## src/rtl/uart_tx_pkg.sv

```systemverilog
// Shared definitions for the UART transmit frame engine.
// Covers the one-hot frame states, the parity and stop-bit encodings, and the parity helper.
package uart_tx_pkg;

  typedef enum logic [4:0] {
    IDLE   = 5'b00001,
    START  = 5'b00010,
    DATA   = 5'b00100,
    PARITY = 5'b01000,
    STOP   = 5'b10000
  } state_e;

  localparam logic PAR_EVEN = 1'b0;
  localparam logic PAR_ODD  = 1'b1;

  localparam logic STOP_ONE = 1'b0;
  localparam logic STOP_TWO = 1'b1;

  // Odd parity is the complement of the plain XOR reduction of the word.
  function automatic logic parity_bit(input logic even_xor, input logic par_typ);
    return (par_typ == PAR_ODD) ? ~even_xor : even_xor;
  endfunction

endpackage

```

## src/rtl/uart_tx_frame_if.sv

```systemverilog
// Handshake bundle between the TX data source (master) and the frame engine (slave).
// The serial line and the status flags are carried in the same bundle.
interface uart_tx_frame_if #(
  parameter int DATA_WIDTH = 8
);

  logic [DATA_WIDTH-1:0] P_DATA;
  logic                  Data_valid;
  logic                  PAR_EN;
  logic                  PAR_TYP;
  logic                  STOP2;
  logic                  TX_OUT;
  logic                  busy;
  logic                  tx_done;

  modport master (
    output P_DATA,
    output Data_valid,
    output PAR_EN,
    output PAR_TYP,
    output STOP2,
    input  TX_OUT,
    input  busy,
    input  tx_done
  );

  modport slave (
    input  P_DATA,
    input  Data_valid,
    input  PAR_EN,
    input  PAR_TYP,
    input  STOP2,
    output TX_OUT,
    output busy,
    output tx_done
  );

endinterface

```

## src/rtl/uart_tx_serializer.sv

```systemverilog
// Load-and-shift register for one UART word, with the bit counter and the even parity of the loaded word.
// bit_out always presents the next data bit still to be sent.
module uart_tx_serializer
  import uart_tx_pkg::*;
#(
  parameter  int DATA_WIDTH = 8,
  localparam int CW         = $clog2(DATA_WIDTH)
) (
  input  logic                  CLK,
  input  logic                  RST,
  input  logic                  load,
  input  logic                  shift_en,
  input  logic                  cnt_clr,
  input  logic                  cnt_inc,
  input  logic [DATA_WIDTH-1:0] data_in,
  output logic                  bit_out,
  output logic                  last_bit,
  output logic                  parity,
  output logic [CW-1:0]         cnt
);

  logic [DATA_WIDTH-1:0] sreg;
  logic                  par_q;

  // The counter and the shifter are controlled separately because the output flop
  // consumes a bit one edge before the counter reaches that bit's position.
  always_ff @(posedge CLK or negedge RST) begin
    if (!RST) begin
      sreg  <= '0;
      cnt   <= '0;
      par_q <= 1'b0;
    end else if (load) begin
      sreg  <= data_in;
      cnt   <= '0;
      par_q <= ^data_in;
    end else begin
      if (shift_en) begin
        sreg <= {1'b0, sreg[DATA_WIDTH-1:1]};
      end
      if (cnt_clr) begin
        cnt <= '0;
      end else if (cnt_inc) begin
        cnt <= cnt + CW'(1);
      end
    end
  end

  assign bit_out  = sreg[0];
  assign last_bit = (cnt == CW'(DATA_WIDTH - 1));
  assign parity   = par_q;

endmodule

```

## src/rtl/uart_tx_frame.sv

```systemverilog
// UART transmit engine: start, DATA_WIDTH data bits LSB first, optional parity, and one or two stop bits.
// CLK is the baud clock. A new word can be accepted in the final stop cycle for gap-free frames.
module uart_tx_frame
  import uart_tx_pkg::*;
#(
  parameter  int DATA_WIDTH = 8,
  localparam int CW         = $clog2(DATA_WIDTH)
) (
  input  logic            CLK,
  input  logic            RST,
  uart_tx_frame_if.slave  bus
);

  state_e          state_q;
  state_e          state_d;
  logic            tx_q;
  logic            tx_d;
  logic            par_en_q;
  logic            par_typ_q;
  logic            stop2_q;
  logic            accept;
  logic            final_stop;
  logic            ser_bit;
  logic            last_bit;
  logic            even_par;
  logic [CW-1:0]   cnt;

  assign final_stop = (state_q == STOP) &&
                      (cnt == ((stop2_q == STOP_TWO) ? CW'(1) : CW'(0)));
  assign accept     = bus.Data_valid && ((state_q == IDLE) || final_stop);

  uart_tx_serializer #(
    .DATA_WIDTH (DATA_WIDTH)
  ) u_ser (
    .CLK      (CLK),
    .RST      (RST),
    .load     (accept),
    .shift_en (state_d == DATA),
    .cnt_clr  (state_d != state_q),
    .cnt_inc  ((state_q == DATA) || (state_q == STOP)),
    .data_in  (bus.P_DATA),
    .bit_out  (ser_bit),
    .last_bit (last_bit),
    .parity   (even_par),
    .cnt      (cnt)
  );

  // The line value is derived from the next state, so TX_OUT is a flop that lines up with the state.
  always_comb begin
    state_d = IDLE;
    tx_d    = 1'b1;
    case (state_q)
      IDLE:    state_d = accept ? START : IDLE;
      START:   state_d = DATA;
      DATA:    state_d = last_bit ? (par_en_q ? PARITY : STOP) : DATA;
      PARITY:  state_d = STOP;
      STOP:    state_d = final_stop ? (accept ? START : IDLE) : STOP;
      default: state_d = IDLE;
    endcase
    case (state_d)
      START:   tx_d = 1'b0;
      DATA:    tx_d = ser_bit;
      PARITY:  tx_d = parity_bit(even_par, par_typ_q);
      default: tx_d = 1'b1;
    endcase
  end

  always_ff @(posedge CLK or negedge RST) begin
    if (!RST) begin
      state_q <= IDLE;
      tx_q    <= 1'b1;
    end else begin
      state_q <= state_d;
      tx_q    <= tx_d;
    end
  end

  always_ff @(posedge CLK or negedge RST) begin
    if (!RST) begin
      par_en_q  <= 1'b0;
      par_typ_q <= PAR_EVEN;
      stop2_q   <= STOP_ONE;
    end else if (accept) begin
      par_en_q  <= bus.PAR_EN;
      par_typ_q <= bus.PAR_TYP;
      stop2_q   <= bus.STOP2;
    end
  end

  assign bus.TX_OUT  = tx_q;
  assign bus.busy    = (state_q == START) || (state_q == DATA) ||
                       (state_q == PARITY) || (state_q == STOP);
  assign bus.tx_done = final_stop;

endmodule

```

## src/flat_wrapper.sv

```systemverilog
// flat-port wrapper written by rule: the top's interface ports become plain ports
module uart_tx_frame_flat import uart_tx_pkg::*;
#(
  parameter  int DATA_WIDTH = 8,
  localparam int CW         = $clog2(DATA_WIDTH)
)
  (CLK, RST, bus_P_DATA, bus_Data_valid, bus_PAR_EN, bus_PAR_TYP, bus_STOP2, bus_TX_OUT, bus_busy, bus_tx_done);
  uart_tx_frame_if #(.DATA_WIDTH(DATA_WIDTH)) bus_i ();
  input  logic CLK;
  input  logic RST;
  input wire logic [$bits(bus_i.P_DATA)-1:0] bus_P_DATA;
  input wire logic [$bits(bus_i.Data_valid)-1:0] bus_Data_valid;
  input wire logic [$bits(bus_i.PAR_EN)-1:0] bus_PAR_EN;
  input wire logic [$bits(bus_i.PAR_TYP)-1:0] bus_PAR_TYP;
  input wire logic [$bits(bus_i.STOP2)-1:0] bus_STOP2;
  output wire logic [$bits(bus_i.TX_OUT)-1:0] bus_TX_OUT;
  output wire logic [$bits(bus_i.busy)-1:0] bus_busy;
  output wire logic [$bits(bus_i.tx_done)-1:0] bus_tx_done;
  assign bus_i.P_DATA = bus_P_DATA;
  assign bus_i.Data_valid = bus_Data_valid;
  assign bus_i.PAR_EN = bus_PAR_EN;
  assign bus_i.PAR_TYP = bus_PAR_TYP;
  assign bus_i.STOP2 = bus_STOP2;
  assign bus_TX_OUT = bus_i.TX_OUT;
  assign bus_busy = bus_i.busy;
  assign bus_tx_done = bus_i.tx_done;
  uart_tx_frame #(.DATA_WIDTH(DATA_WIDTH)) u_core (.CLK(CLK), .RST(RST), .bus(bus_i));
endmodule
```

## config.mk

```make
export PLATFORM = sky130hd
export DESIGN_NAME = uart_tx_frame_flat
export DESIGN_NICKNAME = d
export VERILOG_FILES = /design/src/rtl/uart_tx_pkg.sv /design/src/rtl/uart_tx_frame_if.sv /design/src/rtl/uart_tx_serializer.sv /design/src/rtl/uart_tx_frame.sv /design/src/flat_wrapper.sv
export SDC_FILE = /design/constraint.sdc
export NUM_CORES = 1
export LEC_CHECK = 0
export BUFFER_PORTS_ARGS = -buffer_cell sky130_fd_sc_hd__buf_2
export CORE_MARGIN = 2
export CORE_UTILIZATION = 50
export DETAILED_ROUTE_END_ITERATION = 6
export HOLD_SLACK_MARGIN = 0.06
export PLACE_DENSITY = 0.71
export SETUP_SLACK_MARGIN = 0.02
export SKIP_LAST_GASP = 1
export SLEW_MARGIN = 20
export SYNTH_ARGS = -nofsm -noshare
export SYNTH_HDL_FRONTEND = slang
export SYNTH_SLANG_ARGS = --single-unit
```

## constraint.sdc

```tcl
create_clock -name CLK -period 6 [get_ports CLK]
set_input_delay 1.2 -clock CLK [delete_from_list [all_inputs] [get_ports CLK]]
set_output_delay 1.2 -clock CLK [all_outputs]
set_load 0.01 [all_outputs]
```

# Word-level counts from Yosys, hierarchy flattened
# Cells that the tools add are included.
[totals]
register_bits = 21
word_cells = 44
[classes]
n_addsub = 1
n_eq_ne = 11
mux = 13
bitwise_logic = 1
n_reduce_logical = 10
[ops]
columns = ["operator", "count"]
rows = [
  ["$pmux 5 s5", 1],
  ["$mux 8", 2],
  ["$mux 5", 3],
  ["$eq 5x2->1 const B", 2],
  ["$eq 5x3->1 const B", 2],
  ["$eq 5x4->1 const B", 2],
  ["$mux 3", 3],
  ["$reduce_xor 8->1", 1],
  ["$eq 5x1->1 const B", 1],
  ["$eq 5x5->1 const B", 1],
  ["$logic_or 1x1->1", 5],
  ["$ne 5x5->1", 1],
  ["$add 3x1->3 const B", 1],
  ["$eq 3x3->1", 1],
  ["$eq 3x3->1 const B", 1],
  ["$pmux 1 s3", 1],
  ["$reduce_bool 3->1", 1],
  ["$logic_and 1x1->1", 2],
  ["$mux 1", 2],
  ["$mux 2", 1],
  ["$reduce_bool 2->1", 1],
  ["$not 1->1", 1],
]

# Depth between registers and ports, before layout
[logic_depth]
depth_word = 11
ltp_mapped = 7

# Hierarchy
# From an unflattened synthesis, not the netlist that was laid out.
[unflattened]
cells_unflattened = 124
area_unflattened_um2 = 1255.0
[by_module_without_submodules]
columns = ["mod", "area_per_inst_um2", "instances", "cells_each"]
rows = [
  ["uart_tx_frame", 656.9, 1, 68],
  ["uart_tx_serializer", 598.1, 1, 56],
]

# Worst setup path after synthesis
# No wires, ideal clock.
[synth_path]
path_type = "reg2out"
start = "reg u_core.state_q[3]"
end = "out bus_busy"
arrival_time_ps = 1307
required_time_ps = 4800
stages_incl_launch_ff = 6
slack_ps = 3493
path_cell_list = "dfrtp_1 buf_2 or3b_2 o21ai_0 a21oi_1 nor2_1"
[synth_via]
elab_chain_cells = 4
[synth_rtl]
columns = ["element", "line_no", "source"]
rows = [
  ["start: declaration", "uart_tx_frame.sv:14", "state_e state_q;"],
  ["start signal: assignment", "uart_tx_frame.sv:73", "state_q <= state_d;"],
  ["$eq 5x2->1 / $eq 5x3->1 (equally long branches)", "uart_tx_frame.sv:91", "assign bus.busy = (state_q == START) || (state_q == DATA) ||"],
  ["$logic_or 1x1->1 (2 in series)", "uart_tx_frame.sv:91", ""],
  ["$logic_or 1x1->1 *", "uart_tx_frame.sv:92", "(state_q == PARITY) || (state_q == STOP);"],
  ["end: declaration", "flat_wrapper.sv:17", "output wire logic [$bits(bus_i.busy)-1:0] bus_busy;"],
]
# Mark *: on every way between the ends. The rest lies on a longest branch, timed or not.

# Worst setup path after layout
[layout_path]
start = "reg u_core.state_q[4]"
end = "out bus_busy"
# The elaborated chain is that of the path after synthesis.

==> summary.md <==
| Metric | Value |
|---|---|
| Status | complete, no violations |
| Mapped Area | ~0.0013 mm2 |
| Worst Setup EP | bus_busy |
| DRC viols | 0 |
| Share of cells above drive strength 1 | 35.1% |
| Post-route setup TNS | 0 ps |
| H-tree levels | 1 |
| CTS Root Cell | clkbuf_4 |
| R2R Path Start | u_core.state_q[0]$_DFF_PN1_ |
| Critical Path Source | u_core.state_q[4]$_DFF_PN0_ |
| FFs w/ async S/R, synth | 100% |
| Sw Pwr | 0.000231 W |
| CTS tree | yes |
| Worst min-delay path category | reg2reg |
| Row count | 18 |
| Max Freq | between 300 and 400 MHz |
| Netlist cell types | 37 |
| DRT Wirelength | 2.25 mm |
| Commonest non-fill, non-tap cell in the layout | dfrtp_1 |
| N_diodes | 0 |
| Largest net degree at the start of global routing | 22 |
| Post-route clock period utilization | about 50% |
| Max Buffers Root-to-Sink | 2 |
| Clk Latency, worst-skew pair | 300 ps |
| Initial Util | about 52% |
| Die width | 54.2 um |
| Crit Path Max Fanout | 14 |
| Cell Pwr Density | 454 mW/mm2 |
| Relative slew slack | 65.2% |
| Power Internal | between 0.0003 and 0.0004 W |
| Reg2Reg Setup Slack | approximately 4000 ps |
| Total grt overflow | 0 |
| Post-Syn Nets | roughly 130 |
| Commonest non-fill, non-tap cells in the layout | 19 x dfrtp_1, 16 x buf_2, 14 x mux2_2 |
| Detailed router's first-iteration violation count | 9 |
| Unrepaired setup endpoints after global routing | no |
| Area Growth Syn to Fin | 9.83% |
| Top FF cell, synth | dfrtp_1 |
| Area of the core | 0.00243 mm2 |
| Final Max Tran Viols | 0 |
| Clock power frac | 10.6% |
| Maxcap violations | 0 |
| Syn Inst Count | 116 |
| Tmin final | 3040 ps |
| Worst slew pin tran | ~520 ps |
| Leakage dissipation | 0.607 nW |
| Drt first pass iters | 4 |
| Buffer count from post-CTS setup fixing | 0 |
| Worst IR drop on VDD | 0.288 mV |
| Nets | 148 |
| Post-synth EDFFs | 0 |
| Gates resized, CTS repair | 0 |
| Startpoint types | flop |
| Die ar. | 0.00294 mm2 |
| Final HPWL DP | 1.69 mm |
| TritonCTS Buffers | 3 |
| Critical path arrival | 1840 ps |
| CP Data Required Time | 4800 ps |
| Clock Sinks | 21 |
| Switching Share | 36.8% |
| Vias in the first global route | between 800 and 900 |
| GR Util All Layers | 17.6% |
| Clk_skew | 12.0 ps |
| Clock-pin slew on the worst setup and hold paths | 110 ps |
| Synth warnings | 0 |
| Syn_area_per_cell | 10.9 um2 |
| Setup CP Type | reg2out |
| Via count | 891 |
| Sequential element share of the synthesized area | between 40% and 50% |
| DRT antenna net count | 0 |
| Drt wl/cell | 14.0 um |
| Fin area | 0.00138 mm2 |
| Gp weighted congestion | roughly 0.76 |
| CP endpoint kind | primary output |
| Worst reg2reg endpoint | u_core.par_typ_q$_DFFE_PN0N_ |
| Worst r2r path cells | 5 |
| Hold Violations, Final | 0 |
| # IOs | 17 |
| Total Power | roughly 0.00063 W |
| Flop pwr share | between 40% and 50% |
| Combinational power share | 48.8% |
| DR vias/cell | roughly 5.5 |
| Setup violators final | 0 |
| CTS Hold Bufs | 0 |
| Yosys reg bits | 21 |
| Initial antenna violation count | 0 |
| Die height | 54.2 um |
| First-pass GRT wire length | 3.72 mm |
| PortBufs | 16 |
| Post-DP Area | ~0.0014 mm2 |
## how the worst min path moves through the flow
stage / start / endpoint / slack (ps) / depth (start not counted)
after floorplan: u_core.par_en_q$_DFFE_PN0N_ / u_core.state_q[4]$_DFF_PN0_ / 450 / 1
after global placement: u_core.par_en_q$_DFFE_PN0N_ / u_core.state_q[4]$_DFF_PN0_ / 500 / 1
after detailed placement: u_core.par_en_q$_DFFE_PN0N_ / u_core.state_q[4]$_DFF_PN0_ / 490 / 1
after CTS: u_core.par_en_q$_DFFE_PN0N_ / u_core.state_q[4]$_DFF_PN0_ / 520 / 1
after global routing: u_core.par_en_q$_DFFE_PN0N_ / u_core.state_q[4]$_DFF_PN0_ / 540 / 1
final: u_core.par_en_q$_DFFE_PN0N_ / u_core.state_q[4]$_DFF_PN0_ / 510 / 1
## per-layer routing
layer | vias up | GRT usage (%) | share of wire, %
met4 | 0 | 5.83 | 0.53
met1 | 419 | 25.0 | 50
li1 | 456 | - | -
met2 | 14 | 26.5 | 46
met3 | 2 | 3.61 | 3.0
met5 | - | 0 | 0
## area by class of cell
type / instances / area, um2
clock buffers: 3 / 22.5
flip-flops and latches: 21 / 528
clock inverters: 1 / 5.00
well taps: 30 / 37.5
fillers: 216 / 1050
repair buffers: 17 / 87.6
inverters: 7 / 28.8
multi-input cells: 82 / 674
## cell families (layout without fill, tap and decap cells)
kind of cell,count (synthesis),after routing,share of synthesized area [%]
and+or+nand+nor,30,30,14.4
buffers and inverters,13,28,4.57
muxes,18,18,17.3
adders and majority gates,3,3,2.78
DFF,21,21,41.9
AOI/OAI and AO/OA,20,20,11.4
xor gates and xnor gates,11,11,7.65
## power groups by stage
stage                     clock [W]  combinational [W]  sequential [W]
after floorplan                   0           0.000266        0.000232
after global placement            0           0.000298        0.000253
after detailed placement          0           0.000307        0.000257
after CTS                 0.0000700           0.000308        0.000254
after global routing      0.0000776           0.000337        0.000264
final                     0.0000668           0.000307        0.000255
## state kept, by name, summed over array words and instances, names as in the netlist
register / cells
u_core.u_ser.cnt: 3
u_core.stop2_q: 1
u_core.bus.TX_OUT: 1
u_core.par_typ_q: 1
u_core.par_en_q: 1
u_core.u_ser.sreg: 8
u_core.u_ser.parity: 1
u_core.state_q: 5
## critical path: stages, from the launching register on
cell,delay (ps)
dfrtp_1,580
or3b_2,480
o21ai_0,150
a21oi_1,120
nor2_1,90
buf_2,130
## stage by stage
stage               hold slack, ps  cells  setup WS, ps  utilization, %
global route                   540    161          2820            56.9
global placement               498    157          3360            55.8
detailed placement             494    157          3290            55.8
CTS                            518    161          2950            56.9
floorplan                      449    116          3490               -
finish                         511    161          2960            56.9
## Yosys cell counts, drive strengths merged, types with 2 or more instances
master	instances	area (um2)
o21ai	6	41.3
ha	2	25.0
o22ai	2	12.5
mux2	18	218
nor3	6	30.0
inv	7	28.8
nand2	2	7.51
xnor2	10	87.6
dfstp	2	52.6
dfrtp	19	475
a211oi	2	15.0
nand3	2	10.0
a21oi	3	15.0
nand2b	2	12.5
nor2b	4	25.0
nor2	4	15.0
nand4	3	18.8
a32oi	2	17.5
buf	5	25.0
(Power assumes the default switching activity.)
